## config.mk

```make
export PLATFORM = sky130hd
export DESIGN_NAME = mult_iter
export DESIGN_NICKNAME = d
export VERILOG_FILES = /design/src/rtl/mult_pkg.sv /design/src/rtl/mult_iter.sv
export SDC_FILE = /design/constraint.sdc
export NUM_CORES = 1
export LEC_CHECK = 0
export CAP_MARGIN = 20
export CELL_PAD_IN_SITES_DETAIL_PLACEMENT = 1
export CELL_PAD_IN_SITES_GLOBAL_PLACEMENT = 2
export CORE_ASPECT_RATIO = 1.4
export CORE_MARGIN = 2
export CORE_UTILIZATION = 32
export DETAILED_ROUTE_END_ITERATION = 8
export HOLD_SLACK_MARGIN = 0.06
export PLACE_DENSITY_LB_ADDON = 0.1
export SLEW_MARGIN = 10
export SYNTH_ARGS = -nofsm -noshare
export SYNTH_HDL_FRONTEND = slang
export SYNTH_SLANG_ARGS = --single-unit
```

## constraint.sdc

```tcl
create_clock -name clk -period 2.9 [get_ports clk]
set_input_delay 0.435 -clock clk [delete_from_list [all_inputs] [get_ports clk]]
set_output_delay 0.435 -clock clk [all_outputs]
set_load 0.005 [all_outputs]
```

## src/rtl/mult_pkg.sv

```systemverilog
// Shared types and helpers for the iterative radix-2 multiplier.
package mult_pkg;

  typedef enum logic [1:0] {
    StIdle,
    StRun,
    StDone
  } mult_state_e;

  // Counter must be able to hold the value WIDTH itself.
  function automatic int unsigned cnt_width(input int unsigned width);
    return $clog2(width + 1);
  endfunction

endpackage

```

## src/rtl/mult_iter.sv

```systemverilog
// Iterative shift-add multiplier: one radix-2 step per cycle, valid/ready on both sides.
// Optional two's-complement operands enabled by defining MULT_SIGNED_EN (adds signed_mode).
module mult_iter
  import mult_pkg::*;
#(
  parameter int unsigned WIDTH    = 16,
  parameter int unsigned OUT_FULL = 0,
  localparam int unsigned PW      = (OUT_FULL != 0) ? 2 * WIDTH : WIDTH
) (
  input  logic             clk,
  input  logic             rst_n,
  input  logic             in_valid,
  output logic             in_ready,
  input  logic [WIDTH-1:0] a,
  input  logic [WIDTH-1:0] b,
`ifdef MULT_SIGNED_EN
  input  logic             signed_mode,
`endif
  output logic             out_valid,
  input  logic             out_ready,
  output logic [PW-1:0]    p
);

  localparam int unsigned AW = 2 * WIDTH;
  localparam int unsigned CW = cnt_width(WIDTH);

  mult_state_e      state_q;
  logic [AW-1:0]    acc_q;
  logic [AW-1:0]    mcand_q;
  logic [WIDTH-1:0] mplier_q;
  logic [CW-1:0]    cnt_q;
  logic             neg_q;
  logic             in_ready_q;
  logic             out_valid_q;

  logic [WIDTH-1:0] a_mag;
  logic [WIDTH-1:0] b_mag;
  logic             neg_d;
  logic [AW-1:0]    sum;
  logic [AW-1:0]    acc_final;

  // Operands are multiplied as magnitudes; the sign is reapplied on the last step.
  always_comb begin
    a_mag = a;
    b_mag = b;
    neg_d = 1'b0;
`ifdef MULT_SIGNED_EN
    if (signed_mode) begin
      a_mag = a[WIDTH-1] ? -a : a;
      b_mag = b[WIDTH-1] ? -b : b;
      neg_d = a[WIDTH-1] ^ b[WIDTH-1];
    end
`endif
  end

  assign sum       = acc_q + (mplier_q[0] ? mcand_q : '0);
  assign acc_final = neg_q ? -sum : sum;

  always_ff @(posedge clk) begin
    if (!rst_n) begin
      state_q     <= StIdle;
      in_ready_q  <= 1'b1;
      out_valid_q <= 1'b0;
      acc_q       <= '0;
      mcand_q     <= '0;
      mplier_q    <= '0;
      cnt_q       <= '0;
      neg_q       <= 1'b0;
    end else begin
      case (state_q)
        StIdle: begin
          if (in_valid) begin
            state_q    <= StRun;
            in_ready_q <= 1'b0;
            acc_q      <= '0;
            mcand_q    <= {{WIDTH{1'b0}}, a_mag};
            mplier_q   <= b_mag;
            cnt_q      <= CW'(WIDTH);
            neg_q      <= neg_d;
          end
        end
        StRun: begin
          mcand_q  <= mcand_q << 1;
          mplier_q <= mplier_q >> 1;
          cnt_q    <= cnt_q - CW'(1);
          if (cnt_q == CW'(1)) begin
            acc_q       <= acc_final;
            state_q     <= StDone;
            out_valid_q <= 1'b1;
          end else begin
            acc_q <= sum;
          end
        end
        StDone: begin
          if (out_ready) begin
            state_q     <= StIdle;
            out_valid_q <= 1'b0;
            in_ready_q  <= 1'b1;
          end
        end
        default: begin
          state_q     <= StIdle;
          in_ready_q  <= 1'b1;
          out_valid_q <= 1'b0;
        end
      endcase
    end
  end

  assign in_ready  = in_ready_q;
  assign out_valid = out_valid_q;
  assign p         = acc_q[PW-1:0];

endmodule

```

==> impl_metrics.toml, run 1 <==
[sta]
finalHoldViolCount = 0
fmax_mhz = 389
unrepaired_setup_endpoints_after_global_routing = "no"
finClkSkew_ps = 3.92
timing.final.crit_share = 0.887
final.setup.tns_ps = 0
timing.final.crit_period_ps = 2570
setup_slack_ps = 329
maxSlewHeadroom = 0.599
tightestPinTransition_ps = 602
drv_slew = 0
setup_viol = 0

[power_and_ir_drop]
share_comb_of_total_power = 0.166
p_sw_uw = 579
p_int_mw = 1.62
power_frac_clock = 0.429
power.density_mw_per_mm2 = 521
swShare = 0.263
p_leak_nw = 1.72
ir_drop_v = 0.000259
seq_power_share = 0.405

[run_status]
run_status = "finished clean"

[logic_synthesis]
yosysTopAreaCellShare = 0.345
synth_largest_area_cell = "dfxtp_1"
postSynthAreaPerCell_um2 = 8.38
post_synth_inst_count = 395
ys_top_cells_by_area = "dfxtp_1 34%, o221a_2 10%, nor2b_1 8.9%"
synth.net_count = 449
fraction_of_registers_with_async_set_or_reset_after_synthesis = 0
postSynthRegisterBits = 57
netlist-cell-type-count = 47
synth_enable_flop_cells = 0
synth-seq-area-share = 0.345
syn_area_mm2 = 0.00331
post_synth_top_flop = "dfxtp_1"
yosysWarnings = 0

[clocking]
clock-sinks = 57
post_cts.repair.setup_buffers = 0
insertion_delay_ps = 330
clockBufferDepth = 2
h_tree_levels = 3
clockRootBuffer = "clkbuf_16"
cts_tree = "done"
clk_transition_reported_paths_ps = 50
cts_made_buffers = 9
postCtsHoldBufs = 0

[min_path]
whs_path_depth = 2
end_point_of_the_most_critical_hold_path = "acc_q[13]"
worstHoldPathType = "reg -> reg"
holdCritStartpoint = "acc_q[13]"

[drt]
routedWlPerCell_um = 16.7
routed-wl-met2_um = 5160
via_count = 3084
vias_per_cell = 5.34
routed_wirelength_um = 9670
route.layer.met1.wl_um = 4100
detail_route.first_pass.iterations = 4
drt-initial-drc-count = 101
wl_met3_um = 274
route.top_layer_used = "met4"
remaining_drc_errors = 0
drt.antenna.violating_nets = 0

[worst_setup_path]
reg2reg_from = "mplier_q[0]"
worstSetupStartpoint = "mplier_q[0]"
setup.worst_path.start_class = "flip-flop"
r2r_slack_ps = 330
path_class = "reg -> reg"
r2r_end = "acc_q[12]"
data_arrival_time_of_the_critical_path_ps = 2800
critPathRequiredTime_ps = 3130
worst-r2r-cell-count = 10
timing.critical_path.fanout_max = 16
worst_setup_path_end_kind = "flip-flop"

[grt]
grt_start_max_net_pins = 70
grt_pass1_vias = 3231
grt_util_all_layers = 0.182
antenna_found_initial = 0
overflow = 0
grt_pass1_wl_um = 16400

[job]
timing.max_cap.violations = 0

[die]
initial_cell_density_of_the_core = 0.331
die-width_um = 90.0
die_y_um = 124
floorplan.rows = 43
ios = 54
coreArea_mm2 = 0.0100
die_area_mm2 = 0.0112

[placed_design]
globalplace.congestion = 0.823
placed_cells_incl_taps = 565
pre_cts_ws_ps = 219
dp_hpwl_um = 6870
port-buffer-count = 53

[final_layout]
post_route_cells_drive_above_1_share = 0.120
seqCellArea_mm2 = 0.00114
number_of_diodes_added_for_antenna_fixing = 0
multi_input_area_mm2 = 0.00204
layoutNonFillerInstCount = 578
layout.filler_cells = 1200
nNetsFinal = 495
syn_to_final_growth_pct = 27.4
-- sequential cells by signal (all words and copies together), names as in the netlist --
| signal | flops |
|---|---|
| in_ready | 1 |
| acc_q | 16 |
| mcand_q | 16 |
| cnt_q | 5 |
| state_q | 2 |
| mplier_q | 16 |
| out_valid | 1 |
-- layout make-up --
class / instances / share of cell area
clock buffer: 12 / 0.0584
clock inverter: 1 / 0.00119
timing repair buffer: 61 / 0.140
multi-input combinational: 306 / 0.484
tap: 135 / 0.0400
sequential: 57 / 0.271
inverter: 6 / 0.00534
-- worst max-delay path by stage --
stage,end,slack [ps]
after floorplan,acc_q[12],500
after global placement,acc_q[12],340
after detailed placement,acc_q[12],220
after CTS,acc_q[12],190
after global routing,acc_q[12],150
final,acc_q[12],330
-- synthesized netlist by cell type, types with 2 or more instances --
cell and number:
nand2b_1 2, o211a_1 2, and2_1 19, and3_1 4, o221a_2 30, nor2b_1 47, a22oi_1 7, o21ai_1 8
a21oi_1 47, or3_1 3, inv_1 6, o21ai_0 6, o211ai_1 3, xor2_1 5, ha_1 17, nand4_1 3
o22ai_1 2, o31ai_1 2, clkbuf_1 24, a21o_1 6, o21a_1 4, nand2_1 20, nor2_1 42, a31oi_1 2
dfxtp_1 57, a21boi_1 2, xnor2_1 3, nand3_1 3
-- cell families (layout without fill, tap and decap cells) --
group                      count (synthesis)  in the layout  synth area share
AOI/OAI and AO/OA                        130            130             0.286
buffers and inverters                     32             80            0.0397
adders and majority gates                 18             18            0.0703
DFF                                       57             57             0.345
xor gates and xnor gates                   8              8            0.0212
and+or+nand+nor                          150            150             0.238
-- stage by stage --
step	hold slack, ps	power [mW]	util	instance area (µm²)
6_report	474	2.20	0.422	4220
3_5_place_dp	469	1.28	0.396	3970
3_3_place_gp	460	1.27	0.396	3970
5_1_grt	500	2.32	0.422	4220
4_1_cts	476	2.23	0.421	4220
2_1_floorplan	461	1.14	-	3310
-- routing by layer --
layer  vias to the layer above  global-route usage
met5                         -                   0
met4                         0              0.0543
met3                         9              0.0454
met2                        45               0.331
met1                      1509               0.210
li1                       1521                   -
-- timing repair --
action | in CTS | in global routing
setup endpoints to repair | 0 | 1
hold endpoints to repair | 0 | 0
resized for setup | 0 | 1
-- power groups by stage --
stage	sequential [mW]	combinational (mW)	clock, mW
after CTS	0.892	0.370	0.967
final	0.891	0.364	0.942
after detailed placement	0.907	0.369	0
after floorplan	0.891	0.245	0
after global routing	0.901	0.410	1.00
after global placement	0.906	0.363	0
-- cells in the final DEF (no fill, tap or decap), drive strengths merged, types with 2 or more instances in the layout --
master / instances
nand3: 3
nor2b: 47
nand2b: 2
o221a: 30
and4: 2
o211a: 2
and3: 4
dfxtp: 57
buf: 8
o211ai: 3
a21o: 6
o31ai: 2
nor2: 42
ha: 17
o21ai: 14
clkbuf: 12
a31oi: 2
nand4: 3
clkdlybuf4s50: 53
and2: 19
or3: 3
nand2: 20
a21oi: 47
xor2: 5
o22ai: 2
a22oi: 7
inv: 6
o21a: 4
a21boi: 3
xnor2: 3
-- critical path: stages, from the launching register on --
cell	delay, ps
dfxtp_2	450
and2_1	170
ha_1	160
inv_1	60
fa_1	400
nor2b_1	180
o2111ai_1	190
a21oi_1	280
o211ai_1	140
and3_1	220
o31ai_1	240
Power figures use the tool's default switching activity.
==> inputs of run 2 (changes only) <==
CORE_ASPECT_RATIO = 0.7   (was 1.4)
GPL_ROUTABILITY_DRIVEN = 0   (was default)
==> run 2 against run 1 <==
  * Die area about the same
  * Via count decreased by 1.7%
  * Largest cell class unchanged
  * Critical path depth is the same
  * Cell area rose by 1.9%
  * Total power is 7.4% higher
  * Combinational power is 4% higher
  * Utilization about the same
  * Register-to-register slack lost 80 ps
  * Clock-buffer cell count shrank 1
==> impl_metrics.toml, run 2 (same netlist as run 1, synthesis figures left out) <==
[run_status]
run_status = "finished clean"

[sta]
finClkSkew_ps = 3.39
finalHoldViolCount = 0
timing.final.crit_share = 0.914
final.setup.tns_ps = 0
setup_viol = 0
maxSlewHeadroom = 0.577
drv_slew = 0
tightestPinTransition_ps = 633
fmax_mhz = 377
unrepaired_setup_endpoints_after_global_routing = "no"
timing.final.crit_period_ps = 2650
setup_slack_ps = 249

[drt]
routedWlPerCell_um = 17.2
vias_per_cell = 5.24
via_count = 3031
drt-initial-drc-count = 151
drt.antenna.violating_nets = 0
routed_wirelength_um = 9940
route.layer.met1.wl_um = 5460
routed-wl-met2_um = 3910
wl_met3_um = 431
route.top_layer_used = "met4"
detail_route.first_pass.iterations = 4
remaining_drc_errors = 0

[die]
die-width_um = 126
initial_cell_density_of_the_core = 0.325
die_area_mm2 = 0.0112
floorplan.rows = 31
ios = 54
coreArea_mm2 = 0.0102
die_y_um = 89.1

[clocking]
h_tree_levels = 3
postCtsHoldBufs = 0
clockBufferDepth = 2
clockRootBuffer = "clkbuf_16"
insertion_delay_ps = 330
cts_made_buffers = 9
clock-sinks = 57
post_cts.repair.setup_buffers = 0
cts_tree = "done"
clk_transition_reported_paths_ps = 50
cts_resized = 0

[placed_design]
port-buffer-count = 53
dp_hpwl_um = 6970
pre_cts_ws_ps = 277

[grt]
overflow = 0
antenna_found_initial = 0
grt_pass1_vias = 2957
grt_util_all_layers = 0.182
grt_pass1_wl_um = 15900
grt_start_max_net_pins = 62

[worst_setup_path]
data_arrival_time_of_the_critical_path_ps = 2870
path_class = "reg -> reg"
reg2reg_from = "mplier_q[0]"
critPathRequiredTime_ps = 3120
worst-r2r-cell-count = 10
timing.critical_path.fanout_max = 7
r2r_slack_ps = 250
r2r_end = "acc_q[8]"
worst_setup_path_end_kind = "flip-flop"
worstSetupStartpoint = "mplier_q[0]"
setup.worst_path.start_class = "flip-flop"

[power_and_ir_drop]
power.density_mw_per_mm2 = 549
ir_drop_v = 0.000272
p_leak_nw = 1.76

[min_path]
whs_path_depth = 2
worstHoldPathType = "reg -> reg"
end_point_of_the_most_critical_hold_path = "acc_q[9]"
holdCritStartpoint = "acc_q[9]"

[final_layout]
final_common_cell = "dfxtp_1"
nNetsFinal = 495
most_used_cells_in_the_layout_excluding_fill_and_tap_cells = "56 x dfxtp_1, 53 x clkdlybuf4s50_1, 47 x nor2b_1"
biggestRegsByFlops = "acc_q x16, mcand_q x16, mplier_q x16"
syn_to_final_growth_pct = 29.8
number_of_diodes_added_for_antenna_fixing = 0
seqCellArea_mm2 = 0.00114
multi_input_area_mm2 = 0.00205
layout.filler_cells = 1214
post_route_cells_drive_above_1_share = 0.130

[job]
timing.max_cap.violations = 0
run 2: worst max path at each step:
stage           endpoint  depth (start not counted)
2_1_floorplan  acc_q[12]                         11
3_3_place_gp   acc_q[12]                         10
3_5_place_dp   acc_q[12]                         10
4_1_cts        acc_q[12]                         10
5_1_grt        acc_q[12]                         10
6_report        acc_q[8]                         10
run 2: critical path: stages (launching register included):
cell	delay [ps]
dfxtp_1	460
and2_1	190
ha_1	180
inv_1	60
fa_1	400
nor2b_1	190
o2111ai_1	230
a21boi_1	320
o21a_1	180
o21ai_1	70
a32o_1	260
run 2: through the flow:
stage                     total power, mW   util  cell area, µm²  instances  hold slack, ps
final                                2.36  0.421            4300        578             477
after global routing                 2.47  0.421            4300        578             512
after CTS                            2.39  0.421            4290        578             486
after detailed placement             1.29  0.391            3990        562             477
after global placement               1.28  0.391            3990        562             463
after floorplan                      1.14      -            3310        395             461
run 2: where the power goes:
part | leakage (nW) | total, mW | switching [mW] | internal [mW]
sequential | 0.469 | 0.893 | 0.0488 | 0.844
clock | 0.155 | 1.09 | 0.381 | 0.708
combinational | 1.13 | 0.378 | 0.183 | 0.195
run 2: per-layer routing:
metal / vias to the layer above / track usage
met5: - / 0
met4: 0 / 0.0586
met3: 11 / 0.0461
met2: 60 / 0.250
met1: 1432 / 0.275
li1: 1528 / -
run 2: area by class of cell:
type	instances	share of cell area
Timing Repair Buffer	61	0.143
Clock buffer	11	0.0588
Inverter	6	0.00524
Tap cell	132	0.0384
Sequential cell	57	0.266
Multi-Input combinational cell	306	0.476
Clock inverter	5	0.0125
==> inputs of run 3 (changes only) <==
SKIP_CTS_REPAIR_TIMING = 1   (was default)
SLEW_MARGIN = default   (was 10)
==> results of run 3 <==
Final layout, timing and power as in run 2 (identical DEF).
